### config.mk
export PLATFORM = sky130hd
export DESIGN_NAME = uart_frac_baud_gen
export DESIGN_NICKNAME = d
export VERILOG_FILES = /design/src/rtl/uart_frac_baud_gen.sv
export SDC_FILE = /design/constraint.sdc
export NUM_CORES = 1
export LEC_CHECK = 0
export ABC_AREA = 1
export CORE_ASPECT_RATIO = 1.5
export CORE_MARGIN = 4
export CORE_UTILIZATION = 50
export DETAILED_ROUTE_END_ITERATION = 8
export PLACE_DENSITY = 0.85
export RECOVER_POWER = 25
export REMOVE_ABC_BUFFERS = 1
export SYNTH_ARGS = -nofsm -noshare
export SYNTH_HDL_FRONTEND = slang
export SYNTH_SLANG_ARGS = --single-unit
### constraint.sdc
create_clock -name clk -period 3.8 [get_ports clk]
set_clock_uncertainty 0.15 [all_clocks]
set_input_delay 0.76 -clock clk [delete_from_list [all_inputs] [get_ports clk]]
set_output_delay 0.76 -clock clk [all_outputs]
set_load 0.02 [all_outputs]
### src/rtl/uart_frac_baud_gen.sv
// Baud-tick generator: divides clk into an oversample tick (OVS per bit) and a per-bit xmit pulse.
// Optional fractional period trim is compiled in when UART_BAUD_FRAC_EN is defined.
module uart_frac_baud_gen #(
  parameter int CNT_W  = 13,
  parameter int FRAC_W = 3,
  parameter int OVS    = 16,
  parameter int OVS_W  = 4
) (
  input  logic              clk,
  input  logic              reset_n,
  input  logic              enable,
  input  logic              restart,
  input  logic [CNT_W-1:0]  baud_val,
  input  logic [FRAC_W-1:0] baud_frac,
  output logic              baud_tick,
  output logic              xmit_pulse,
  output logic [OVS_W-1:0]  ovs_phase
);

  // ovs_phase wraps by natural overflow, so OVS must be exactly 2**OVS_W.
  if (OVS != (1 << OVS_W)) begin : g_ovs_check
    $error("uart_frac_baud_gen: OVS must equal 2**OVS_W");
  end

  logic [CNT_W-1:0] baud_cntr;
  logic [CNT_W-1:0] cntr_nxt;
  logic [OVS_W-1:0] phase_nxt;
  logic             tick_nxt;
  logic             xmit_nxt;
  logic             stretch;

`ifdef UART_BAUD_FRAC_EN
  logic [FRAC_W-1:0] frac_acc;
  logic [FRAC_W-1:0] acc_nxt;
  logic              stretch_nxt;
  logic [FRAC_W:0]   frac_sum;

  // Carry out of the accumulator lengthens the following period by one clk.
  assign frac_sum = {1'b0, frac_acc} + {1'b0, baud_frac};
`else
  logic unused_frac;

  assign stretch     = 1'b0;
  assign unused_frac = ^baud_frac;
`endif

  always_comb begin
    cntr_nxt  = baud_cntr;
    phase_nxt = ovs_phase;
    tick_nxt  = 1'b0;
    xmit_nxt  = 1'b0;
`ifdef UART_BAUD_FRAC_EN
    acc_nxt     = frac_acc;
    stretch_nxt = stretch;
`endif
    if (restart) begin
      cntr_nxt  = baud_val;
      phase_nxt = '0;
`ifdef UART_BAUD_FRAC_EN
      acc_nxt     = '0;
      stretch_nxt = 1'b0;
`endif
    end else if (!enable) begin
      cntr_nxt = baud_cntr;
    end else if (baud_cntr != '0) begin
      cntr_nxt = baud_cntr - CNT_W'(1);
    end else if (stretch) begin
`ifdef UART_BAUD_FRAC_EN
      stretch_nxt = 1'b0;
`endif
    end else begin
      cntr_nxt  = baud_val;
      tick_nxt  = 1'b1;
      phase_nxt = ovs_phase + OVS_W'(1);
      xmit_nxt  = (ovs_phase == OVS_W'(OVS - 1));
`ifdef UART_BAUD_FRAC_EN
      acc_nxt     = frac_sum[FRAC_W-1:0];
      stretch_nxt = frac_sum[FRAC_W];
`endif
    end
  end

  always_ff @(posedge clk or negedge reset_n) begin
    if (!reset_n) begin
      baud_cntr  <= '0;
      ovs_phase  <= '0;
      baud_tick  <= 1'b0;
      xmit_pulse <= 1'b0;
    end else begin
      baud_cntr  <= cntr_nxt;
      ovs_phase  <= phase_nxt;
      baud_tick  <= tick_nxt;
      xmit_pulse <= xmit_nxt;
    end
  end

`ifdef UART_BAUD_FRAC_EN
  always_ff @(posedge clk or negedge reset_n) begin
    if (!reset_n) begin
      frac_acc <= '0;
      stretch  <= 1'b0;
    end else begin
      frac_acc <= acc_nxt;
      stretch  <= stretch_nxt;
    end
  end
`endif

endmodule

==> results.md <==
- CP cell instances: clkdlybuf4s50_1
- RSZ-0062 raised after global routing: no
- Layout cells sized above 1: 8.84%
- Seq/Total Area, Yosys: 37.0%
- Clk slew on worst S/H paths: 120 ps
- DR iter-0 viols: 30
- CP endpoint: ovs_phase[3]
- NetSw: 161 µW
- Rel. slew slack: 43.5%
- Final setup viols: 0
- Area leader, netlist: dfrtp_1
- Vias: 1208
- Final hold vios: 0
- WP buf/inv: 1
- Hold crit path type: flop to flop
- Top cells by area, synth: dfrtp_1, nand2_1, nand3_1
- CTS tree: built
- Fmax: 0.439 GHz
- First-pass DRT Iterations: 6
- Synth warn: 0
- Die area: 0.00346 mm²
- Mean post-synth cell area: 6.72 µm²
- Critical path required time: 2890 ps
- Synth cell types: 23
- Critical path startpoint category: flop
- H-tree depth: 1
- Worst R2R End: ovs_phase[2]
- Worst vdd rail ir drop: 0.193 mV
- PortBufs: 22
- WS Path Type: flop to output port
- Hold Crit Start: baud_cntr[1]
- Gr ovfl total: 0
- Drt drc: 0
- Starting Density: 52.4%
- Sequential Power Share: 52.1%
- GP Congestion: 0.868
- Footprint of the multi-input gates: 692 µm²
- CTS Buffer Depth: 2
- Cell depth of the worst setup path: 1
- Crit path max-delay cell type: clkdlybuf4s50_1
- Reg2Reg Depth: 9
- First-pass GRT wire length: 5050 µm
- CTS root buf: clkbuf_4
- Total internal power: 315 µW
- Status: finished, final reports clean
- ANT nets after route: 0
- Fin crit period: 2280 ps
- MaxCap Viol Count: 0
- Post-CTS Hold Buffers: 0
- Pwr dens: 307 mW/mm²
- R2R Setup Slk: 2000 ps
- CP max FO: 4
- Final net count: 239
- Final HPWL DP: 2100 µm
- Inserted Diodes: 0
- CP delay by family, top: buffers and inverters
- Max stage delay on crit path: 630 ps
- Initial antenna violation count: 0
- Worst skew pair latency: 300 ps
- Crit path DAT: 1370 ps
- Switching Share: 33.8%
- Post-Syn Instances: 191
- Hold_ws: 389 ps
- Fillcell total: 236
- Placed Instances: 235
- Vias in the first global route: 1209
- Worst slew pin tran: 845 ps
- Ports: 26
- Area Growth Syn to Fin: 20.7%
- Total detailed-routing wirelength: 2760 µm
- Die Wd: 49.4 µm
- Layout Cells excl Fill: 239
- CORE AREA: 0.00245 mm²
- P_leak: 0.800 nW
- CP startpoint: ovs_phase[3]
- Num CTS Buffers: 3
- Final worst path period share: 60.0%
- Largest net degree at the start of global routing: 20
- Die Span Y: 70.1 µm
- Yosys top cell area share: 37.0%
- Register area: 475 µm²
- Post-CTS Resized: 0
- Via density: 5.05
- Clock power share: 22.1%
- Reg-to-Reg Start: baud_cntr[0]
- Wire per inst: 11.5 µm
- Syn Std Cell Area: 0.00128 mm²
- Setup TNS: 0 ps
- Post-synthesis register bit count: 19
- Setup bufs post-CTS: 0
- Sink Count: 19
- Logic pwr share: 25.8%
- Crit path capture type: output port
- Row count: 22
- Tot GR Track Use: 17.8%
- Pins over their slew limit: 0
## logic make-up (layout without fill, tap and decap cells)
kind of cell	count (synthesis)	after routing	synth area share [%]
simple gates	127	127	45.0
buf+inv	29	53	9.06
flops	19	19	37.0
compound gates	10	10	3.90
fa+ha+maj	3	3	2.92
xor+xnor	3	3	2.05
## cells in the mapped netlist
master / number
or2_2: 2
buf_6: 1
nand4_1: 4
o21ai_0: 6
a21oi_1: 3
nand2_2: 2
dfrtp_1: 19
xnor2_1: 1
nand2_1: 67
nor3_1: 1
inv_1: 25
xor2_1: 2
clkbuf_1: 2
o21ai_1: 1
and2_1: 1
nor2_4: 2
nor2_2: 6
nor2_1: 16
nand3_1: 23
ha_1: 3
nand2_4: 2
nand3b_1: 1
inv_2: 1
## layout make-up
type	instances	area share, %
well taps	24	1.94
multi-input cells	143	44.7
flip-flops and latches	19	30.7
inverters	26	6.30
repair buffers	23	14.7
clock buffers	4	1.70
## state kept, by name, indices dropped and copies added (netlist names)
register	cells
baud_tick	1
ovs_phase	4
baud_cntr	13
xmit_pulse	1
## power groups by stage
stage	Clock (mW)	Combinational [mW]	Sequential, mW
after floorplan	0	0.0864	0.246
after global placement	0	0.122	0.251
after detailed placement	0	0.124	0.251
after CTS	0.106	0.124	0.247
after global routing	0.114	0.143	0.252
final	0.105	0.123	0.248
## layer usage
metal	up-vias	wire length, µm	global-route usage [%]
met1	547	1220	21.9
met3	2	77	1.71
li1	642	-	-
met4	0	17	3.69
met5	-	0	0
met2	17	1440	33.0
## per-stage QoR
step	worst slack [ps]	area (µm²)	power (mW)	util, %
2_1_floorplan	1660	1260	0.332	-
3_3_place_gp	1320	1520	0.372	62.2
3_5_place_dp	1290	1520	0.375	62.2
4_1_cts	1510	1550	0.477	63.2
5_1_grt	1460	1550	0.509	63.2
6_report	1520	1550	0.476	63.2
## how the worst min path moves through the flow
stage | endpoint | slack, ps | cells past startpoint
finish | baud_cntr[1] | 390 | 2
global route | baud_cntr[0] | 410 | 2
CTS | baud_cntr[0] | 390 | 2
global placement | baud_cntr[0] | 360 | 2
floorplan | baud_cntr[0] | 310 | 0
detailed placement | baud_cntr[1] | 360 | 2
## layout by cell type (no fill, tap or decap)
cell,n
buf_4,1
o21ai_1,1
nand2_1,67
nor2_2,6
nand2_2,2
or2_2,2
nor2_4,2
nor3_1,1
xnor2_1,1
nand3_1,23
nand4_1,4
nand2_4,2
dfrtp_1,19
xor2_1,2
and2_1,1
inv_1,25
inv_2,1
ha_1,3
nor2_1,16
clkbuf_1,1
nand3b_1,1
clkdlybuf4s50_1,21
a21oi_1,3
dlygate4sd3_1,1
clkbuf_4,3
o21ai_0,6
(Power assumes the default switching activity.)
